`src/rtl/lynxTypes.sv`:
```
// Shared types and constants for the AXI4SR send path.
package lynxTypes;

   localparam int AXI_DATA_BITS   = 512;
   localparam int PID_BITS        = 6;
   localparam int FRAMER_LEN_BITS = 28;
   localparam int KEEP_BITS       = AXI_DATA_BITS / 8;
   localparam int REM_BITS        = $clog2(KEEP_BITS);

   typedef enum logic {
      ST_IDLE,
      ST_XFER
   } framer_state_t;

   // Last-beat byte enables: a zero remainder means the final beat is full.
   function automatic logic [KEEP_BITS-1:0] keep_from_rem(input logic [REM_BITS-1:0] rem);
      logic [KEEP_BITS-1:0] keep;
      for (int i = 0; i < KEEP_BITS; i++) begin
         keep[i] = (rem == '0) || (i < int'(rem));
      end
      return keep;
   endfunction

endpackage

```
`src/rtl/axisr_framer_skid.sv`:
```
// Two-entry registered output buffer (main + spare) for the framed stream.
// Outputs come straight from the main entry; in_ready_o is the spare-empty flop.
module axisr_framer_skid #(
   parameter int W = 8
) (
   input  logic         aclk,
   input  logic         aresetn,
   input  logic         in_valid_i,
   output logic         in_ready_o,
   input  logic [W-1:0] in_data_i,
   output logic         out_valid_o,
   input  logic         out_ready_i,
   output logic [W-1:0] out_data_o,
   output logic         busy_o
);

   logic         main_v_q, main_v_d;
   logic         spare_v_q, spare_v_d;
   logic [W-1:0] main_q, main_d;
   logic [W-1:0] spare_q, spare_d;

   // Refill main from spare first so beat order is preserved; park in spare only on a stall.
   always_comb begin
      main_v_d  = main_v_q;
      main_d    = main_q;
      spare_v_d = spare_v_q;
      spare_d   = spare_q;
      if (!main_v_q || out_ready_i) begin
         if (spare_v_q) begin
            main_d    = spare_q;
            main_v_d  = 1'b1;
            spare_v_d = 1'b0;
         end else begin
            main_v_d = in_valid_i;
            if (in_valid_i) main_d = in_data_i;
         end
      end else if (in_valid_i && !spare_v_q) begin
         spare_d   = in_data_i;
         spare_v_d = 1'b1;
      end
   end

   // Buffer registers; reset empties both entries so tvalid drops at once.
   always_ff @(posedge aclk or negedge aresetn) begin
      if (!aresetn) begin
         main_v_q  <= 1'b0;
         spare_v_q <= 1'b0;
         main_q    <= '0;
         spare_q   <= '0;
      end else begin
         main_v_q  <= main_v_d;
         spare_v_q <= spare_v_d;
         main_q    <= main_d;
         spare_q   <= spare_d;
      end
   end

   assign in_ready_o  = ~spare_v_q;
   assign out_valid_o = main_v_q;
   assign out_data_o  = main_q;
   assign busy_o      = main_v_q | spare_v_q;

endmodule

```
`src/rtl/axisr_pkt_framer.sv`:
```
// Transmit framer: turns a (pid, byte length) command plus raw payload beats
// into an AXI4SR packet with tid, tkeep and tlast.
//
//   state   | meaning
//   --------+-----------------------------------------------------------
//   ST_IDLE | waiting for a command; zero-length commands are dropped here
//   ST_XFER | forwarding payload beats until beats_left reaches zero
module axisr_pkt_framer
   import lynxTypes::*;
#(
   parameter int DATA_BITS = AXI_DATA_BITS,
   parameter int LEN_BITS  = FRAMER_LEN_BITS,
   parameter int CNT_BITS  = 32
) (
   input  logic                   aclk,
   input  logic                   aresetn,
   input  logic                   cmd_valid,
   output logic                   cmd_ready,
   input  logic [PID_BITS-1:0]    cmd_pid,
   input  logic [LEN_BITS-1:0]    cmd_len,
   input  logic                   s_data_tvalid,
   output logic                   s_data_tready,
   input  logic [DATA_BITS-1:0]   s_data_tdata,
   output logic [DATA_BITS-1:0]   m_axis_tdata,
   output logic [DATA_BITS/8-1:0] m_axis_tkeep,
   output logic [PID_BITS-1:0]    m_axis_tid,
   output logic                   m_axis_tlast,
   output logic                   m_axis_tvalid,
   input  logic                   m_axis_tready,
   output logic [CNT_BITS-1:0]    stat_pkts,
   output logic                   busy
);

   localparam int BYTES = DATA_BITS / 8;
   localparam int RB    = $clog2(BYTES);
   localparam int SW    = DATA_BITS + BYTES + PID_BITS + 1;

   framer_state_t       state_q, state_d;
   logic                cmd_ready_q, cmd_ready_d;
   logic [PID_BITS-1:0] pid_q, pid_d;
   logic [LEN_BITS-1:0] beats_q, beats_d;
   logic [RB-1:0]       rem_q, rem_d;
   logic [CNT_BITS-1:0] stat_q, stat_d;

   logic                beat_valid;
   logic                beat_last;
   logic [BYTES-1:0]    beat_keep;
   logic                skid_ready;
   logic                skid_busy;
   logic [SW-1:0]       skid_out;

   assign s_data_tready = (state_q == ST_XFER) && skid_ready;

   // Command latch, beat countdown, last-beat tkeep and packet statistics.
   always_comb begin
      state_d    = state_q;
      pid_d      = pid_q;
      beats_d    = beats_q;
      rem_d      = rem_q;
      stat_d     = stat_q;
      beat_valid = 1'b0;
      beat_last  = 1'b0;
      beat_keep  = '1;
      case (state_q)
         ST_IDLE: begin
            if (cmd_valid && cmd_ready_q) begin
               pid_d   = cmd_pid;
               rem_d   = cmd_len[RB-1:0];
               beats_d = (cmd_len >> RB) + LEN_BITS'(cmd_len[RB-1:0] != '0);
               if (cmd_len != '0) state_d = ST_XFER;
            end
         end
         ST_XFER: begin
            if (s_data_tvalid && s_data_tready) begin
               beat_valid = 1'b1;
               beats_d    = beats_q - LEN_BITS'(1);
               if (beats_q == LEN_BITS'(1)) begin
                  beat_last = 1'b1;
                  beat_keep = keep_from_rem(rem_q);
                  state_d   = ST_IDLE;
                  stat_d    = stat_q + CNT_BITS'(1);
               end
            end
         end
         default: state_d = ST_IDLE;
      endcase
      // Registered so cmd_ready stays low through reset and rises one cycle later.
      cmd_ready_d = (state_d == ST_IDLE);
   end

   // FSM and command/statistics registers.
   always_ff @(posedge aclk or negedge aresetn) begin
      if (!aresetn) begin
         state_q     <= ST_IDLE;
         cmd_ready_q <= 1'b0;
         pid_q       <= '0;
         beats_q     <= '0;
         rem_q       <= '0;
         stat_q      <= '0;
      end else begin
         state_q     <= state_d;
         cmd_ready_q <= cmd_ready_d;
         pid_q       <= pid_d;
         beats_q     <= beats_d;
         rem_q       <= rem_d;
         stat_q      <= stat_d;
      end
   end

   axisr_framer_skid #(.W(SW)) u_skid (
      .aclk        (aclk),
      .aresetn     (aresetn),
      .in_valid_i  (beat_valid),
      .in_ready_o  (skid_ready),
      .in_data_i   ({s_data_tdata, beat_keep, pid_q, beat_last}),
      .out_valid_o (m_axis_tvalid),
      .out_ready_i (m_axis_tready),
      .out_data_o  (skid_out),
      .busy_o      (skid_busy)
   );

   assign {m_axis_tdata, m_axis_tkeep, m_axis_tid, m_axis_tlast} = skid_out;

   assign cmd_ready = cmd_ready_q;
   assign stat_pkts = stat_q;
   assign busy      = (state_q == ST_XFER) || skid_busy;

endmodule

```
`config.mk`:
```
export PLATFORM = sky130hd
export DESIGN_NAME = axisr_pkt_framer
export DESIGN_NICKNAME = d
export VERILOG_FILES = /design/src/rtl/lynxTypes.sv /design/src/rtl/axisr_framer_skid.sv /design/src/rtl/axisr_pkt_framer.sv
export SDC_FILE = /design/constraint.sdc
export NUM_CORES = 2
export LEC_CHECK = 0
export BUFFER_PORTS_ARGS = -buffer_cell sky130_fd_sc_hd__clkbuf_2
export CORE_AREA = 2 2 460 462
export DETAILED_ROUTE_END_ITERATION = 16
export DIE_AREA = 0 0 462 464
export GPL_TIMING_DRIVEN = 0
export SYNTH_ARGS = -nofsm -noshare
export SYNTH_HDL_FRONTEND = slang
export SYNTH_SLANG_ARGS = --single-unit
```
`constraint.sdc`:
```
create_clock -name aclk -period 5.22 [get_ports aclk]
set_input_delay 1.044 -clock aclk [delete_from_list [all_inputs] [get_ports aclk]]
set_output_delay 1.044 -clock aclk [all_outputs]
set_load 0.05 [all_outputs]
```
# Word level (Yosys, flattened, before mapping)
# Index checks and enable logic that the tools add are counted.
# totals
input_bits	551
word_cells	186
reg_bits	1242
output_inout_bits	619
# op_classes
n_eq_ne	3
order_cmp	63
n_reduce_logical	81
muxes	21
n_bitwise	5
n_addsub	3
# op_table
op	n
583-bit two-way mux	2
64-bit two-way mux	3
6-bit less-than comparator (first input constant)	31
5-bit by 6-bit less-than comparator with 1-bit output (first input constant)	16
1-bit logical OR	65
28-bit two-way mux	2
28-bit case mux with 2 select lines	1
4-bit by 6-bit less-than comparator with 1-bit output (first input constant)	8
32-bit by 1-bit adder with 32-bit output (second input constant)	1
28-bit by 1-bit == test with 1-bit output (second input constant)	1
28-bit nonzero test	1
28-bit by 1-bit subtractor with 28-bit output (second input constant)	1
3-bit by 6-bit less-than comparator with 1-bit output (first input constant)	4
22-bit by 1-bit adder with 23-bit output	1
1-bit by 6-bit less-than comparator with 1-bit output (first input constant)	2
2-bit by 6-bit less-than comparator with 1-bit output (first input constant)	2
1-bit two-way mux	12
2-bit AND reduction	4
6-bit logical NOT	1
6-bit nonzero test	1
1-bit logical AND	4
1-bit NOT	4
2-bit nonzero test	2
3-bit AND reduction	1
5 further kinds	6

# Logic depth before layout (Yosys ltp)
# logic_depth
word_depth	8
mapped_depth	10
ltp_nobuf	9

# Modules after synthesis
# From an unflattened synthesis, not the netlist that was laid out.
# hier_totals
hier_cells	3725
area_unflattened_um2	55744.7
# by_module_without_submodules
mod	cells_each	instances	area_each_um2	seq_area_each_um2
axisr_framer_skid	3119	1	50777.4	29228.0
axisr_pkt_framer	606	1	4967.3	1851.8

# Least setup slack after synthesis
# Ideal clock, no wire load.
# synth_path
kind	input to register
from	input port cmd_len[2]
to	register beats_q[14]
path_buffers	0
setup_time_ns	0.123
slack_ns	2.315
arrival_ns	2.783
required_time_ns	5.097
path_stages	9
path_cell_list	nor4_1 -> nand2_1 -> ha_1 -> ha_1 -> inv_1 -> nor4_1 -> nand3_1 -> xnor2_1 -> o221a_2
# synth_between
elab_chain_len	4
# synth_rtl
element	line	rtl
start, declared	axisr_pkt_framer.sv:20	input logic [LEN_BITS-1:0] cmd_len,
6-bit nonzero test	axisr_pkt_framer.sv:69	beats_d = (cmd_len >> RB) + LEN_BITS'(cmd_len[RB-1:0] != '0);
22-bit by 1-bit adder with 23-bit output	axisr_pkt_framer.sv:69	
28-bit two-way mux	axisr_pkt_framer.sv:66	if (cmd_valid && cmd_ready_q) begin
28-bit case mux with 2 select lines	axisr_pkt_framer.sv:64	case (state_q)
end signal, assigned	axisr_pkt_framer.sv:104	beats_q <= beats_d;
end, declared	axisr_pkt_framer.sv:41	logic [LEN_BITS-1:0] beats_q, beats_d;
# Every way passes these cells. The select of a mux whose other input is x is not followed.
# A chain may end at the register's enable or synchronous reset.

# Worst setup path after layout
# layout_path
from	register u_skid.spare_v_q
to	register u_skid.main_q[530], in the netlist u_skid.out_data_o[530]
# layout_between
elab_chain_len	7
elab_cells_between_ends	8
classes_between	mux (3); bitwise (1); reduce/logical (4)
# layout_rtl
element	line	rtl
start, declared	axisr_framer_skid.sv:18	logic spare_v_q, spare_v_d;
start signal, assigned	axisr_framer_skid.sv:52	spare_v_q <= spare_v_d;
1-bit NOT	axisr_framer_skid.sv:58	assign in_ready_o = ~spare_v_q;
1-bit logical AND	axisr_pkt_framer.sv:52	assign s_data_tready = (state_q == ST_XFER) && skid_ready;
1-bit logical AND	axisr_pkt_framer.sv:74	if (s_data_tvalid && s_data_tready) begin
1-bit two-way mux	axisr_pkt_framer.sv:74	
1-bit two-way mux	axisr_pkt_framer.sv:64	
2-bit nonzero test (no source line)	n/a	
2-bit AND reduction (no source line)	n/a	
end signal, assigned	axisr_framer_skid.sv:53	main_q <= main_d;
end, declared	axisr_framer_skid.sv:19	logic [W-1:0] main_q, main_d;
# Parallel ways exist; a longest one is shown, timed or not.

==> results.sh <==
export IMPL_outcome="finished, final reports clean"
export IMPL_arrival_ns=5.51
export IMPL_grt_overflow_total=0
export IMPL_setup_slack_ns=0.3805
export IMPL_die_w_um=462
export IMPL_grt_pass1_wl_um=321500
export IMPL_rsz0062_at_grt="false"
export IMPL_hold_violations=0
export IMPL_wl_um=224800
export IMPL_met3_usage_pct=7.170
export IMPL_rows=168
export IMPL_ys_flop_type="dfrtp_1"
export IMPL_die_h_um=464
export IMPL_viasPerCell=4.699
export IMPL_synth_edf_count=0
export IMPL_top_usage_layer="met2"
export IMPL_postCtsSetupRepairBufs=0
export IMPL_worst_pin_slew_ns=1.262
export IMPL_detail_route_wl_per_cell_um=22.94
export IMPL_dr_pass1_iters=6
export IMPL_nets=7412
export IMPL_synth_seq_cells=1242
export IMPL_start_util_pct=25.18
export IMPL_layout_cells_non_filler=9803
export IMPL_fill_cells=21617
export IMPL_cpMostUsedCell="clkbuf_1"
export IMPL_worstSetupStartpointType="flip-flop"
export IMPL_peakVddDrop_mv=0.3119
export IMPL_synth_area_leaders="dfrtp_1, nand2_1, mux2i_1"
export IMPL_hp_class="in2async"
export IMPL_path_max_fanout=10
export IMPL_critPathTopFamily="buffers and inverters"
export IMPL_route_antenna_remaining_nets=0
export IMPL_core_area_mm2=0.2092
export IMPL_grt_pass1_vias=45901
export IMPL_crit_type="reg2reg"
export IMPL_clkSlewWorstSetupHoldPaths_ns=0.07
export IMPL_drv_cap=0
export IMPL_ios=1170
export IMPL_dp_cells=9516
export IMPL_synth_most_common_cell="nand2_1"
export IMPL_end_kind="flip-flop"
export IMPL_finalCritPeriodShare_pct=92.71
export IMPL_dpl_hpwl_um=175900
export IMPL_clkLatencyLatePin_ns=0.79
export IMPL_drc=0
export IMPL_portBuffers=1169
export IMPL_ys_seq_area_share_pct=59.01
export IMPL_drive_gt1_share_pct=21.02
export IMPL_slew_headroom_pct=15.84
export IMPL_synth_top_cell_area_share_pct=59.01
export IMPL_fmax_ghz=0.2066
export IMPL_power_leakage_nw=32.66
export IMPL_cts_resized=0
export IMPL_utilization_pct=32.26
export IMPL_gp_congestion=0.9275
export IMPL_grt_use_met2_pct=34.05
export IMPL_antenna_found_initial=72
export IMPL_grt_max_degree=113
export IMPL_htreeDepth=4
export IMPL_synth_commonest_cells="nand2_1, dfrtp_1, o21ai_0, mux2i_1, clkbuf_1"
export IMPL_design_power_total_mw=30.78
export IMPL_fin_crit_ns=4.839
export IMPL_syn_nets=6084
export IMPL_netlist_instances=5528
export IMPL_power_density_mw_per_mm2=456.1
export IMPL_drt_initial_drc_count=3797
export IMPL_cts_hold_buffers=0
export IMPL_avgSynthCellArea_um2=9.528
export IMPL_vias=46063
export IMPL_setup_viol=0
export IMPL_use_met1_pct=23.45
export IMPL_root_buffer="clkbuf_16"
export IMPL_path_cells="a21oi_1, or2_2, clkbuf_1, buf_2, clkbuf_2, buf_16, clkbuf_1, clkbuf_1, nand2_1, o21ai_0"
export IMPL_grtUsageTotal_pct=20.39
export IMPL_worst_clock_skew_ns=0.03183
export IMPL_yosysUniqueCellTypes=65
export IMPL_cts_buffers_inserted=143
export IMPL_pre_cts_ws_ns=-0.6625
export IMPL_tns_ns=0
export IMPL_cts_tree="built"
export IMPL_synth_async_sr_flop_share_pct=100.0
export IMPL_slowest_delay_ns=0.87
export IMPL_crit_required_ns=5.89
export IMPL_area_delta_synth_final_pct=28.11
export IMPL_whs_ns=0.2739
export IMPL_ys_warn_count=0
export IMPL_fin_area_mm2=0.06748
export IMPL_critical_path_buf_inv_count=6
export IMPL_place_area_mm2=0.06244
export IMPL_cts_sinks=1242
export IMPL_synth_area_leader_cell="dfrtp_1"
export IMPL_dieArea_mm2=0.2144
export IMPL_clock_path_buffers=3
export IMPL_critPathSlowestCell="clkbuf_1"
export IMPL_drv_slew=0
export IMPL_netlist_area_mm2=0.05267
## cells by family after synthesis
kind of cell,share of synthesized area (%)
simple gates,19.25
flops,59.01
compound gates,7.972
mux,10.06
buf+inv,2.634
xor+xnor,0.9620
fa+ha+maj,0.1188
## path summary, 6_finish.rpt
path	from	to	slack (ns)	cells after the start
max	u_skid.spare_v_q	u_skid.out_data_o[530]	0.38	10
min	aresetn	u_skid.out_data_o[63]	0.27	1
max reg2reg	u_skid.spare_v_q	u_skid.out_data_o[530]	0.38	10
min reg2reg	u_skid.spare_q[7]	u_skid.spare_q[7]	0.47	1
max in group asynchronous	aresetn	u_skid.out_data_o[418]	1.53	7
min in group aclk	s_data_tdata[245]	u_skid.spare_q[316]	0.47	3
## per-layer routing
layer  vias up  share of wire, %  wire, um
met5         -              0.16       356
met4        52               4.5     10220
met3       436               9.5     21320
met2      1837                48    107800
met1     22788                38     85180
li1      20950                 -         -
## worst register-to-register path, delay by kind of cell, from the launching register on
family	cells	cell delay, ns
DFF	1	0.41
AOI/OAI and AO/OA	2	0.40
and+or+nand+nor	2	0.39
buffers and inverters	6	3.55
## sequential cells by signal, indices dropped and copies added, names as in the netlist
name / count
u_skid.spare_v_q: 1
beats_q: 28
u_skid.out_data_o: 583
u_skid.out_valid_o: 1
pid_q: 6
cmd_ready: 1
state_q: 1
stat_pkts: 32
u_skid.spare_q: 583
rem_q: 6
## report_power, final
part	internal [mW]	switching (mW)	total (mW)
clock	6.36	4.32	10.7
combinational	1.79	5.99	7.79
sequential	11.3	1.02	12.3
## area by class of cell
class | instances | area, um^2 | area share (%)
Tap cell | 2805 | 3510 | 5.201
Multi-Input combinational cell | 3921 | 20210 | 29.95
Clock inverter | 49 | 729.5 | 1.081
Clock buffer | 209 | 4240 | 6.284
Timing Repair Buffer | 1183 | 6237 | 9.243
Antenna cell | 29 | 72.57 | 0.1075
Sequential cell | 1242 | 31080 | 46.06
Buffer | 356 | 1364 | 2.021
Inverter | 9 | 33.78 | 0.05006
## cells in the final DEF, fill, tap and decap left out, types with 12 or more instances in the layout
| cell type | instances |
|---|---|
| clkinv_2 | 18 |
| dfrtp_1 | 1242 |
| diode_2 | 29 |
| o21bai_1 | 22 |
| xor2_1 | 19 |
| nor4_1 | 22 |
| nor3_1 | 55 |
| nor2_1 | 151 |
| a21oi_1 | 70 |
| bufinv_16 | 14 |
| mux2i_1 | 525 |
| nand2_1 | 2201 |
| buf_2 | 14 |
| and3_1 | 12 |
| xnor2_1 | 37 |
| nand3_1 | 36 |
| a31oi_1 | 36 |
| clkbuf_16 | 146 |
| clkbuf_1 | 358 |
| clkbuf_2 | 1176 |
| o21ai_0 | 562 |
| buf_16 | 13 |
| a211oi_1 | 29 |
| clkbuf_8 | 36 |
| nand4_1 | 19 |
(Power assumes the default switching activity.)
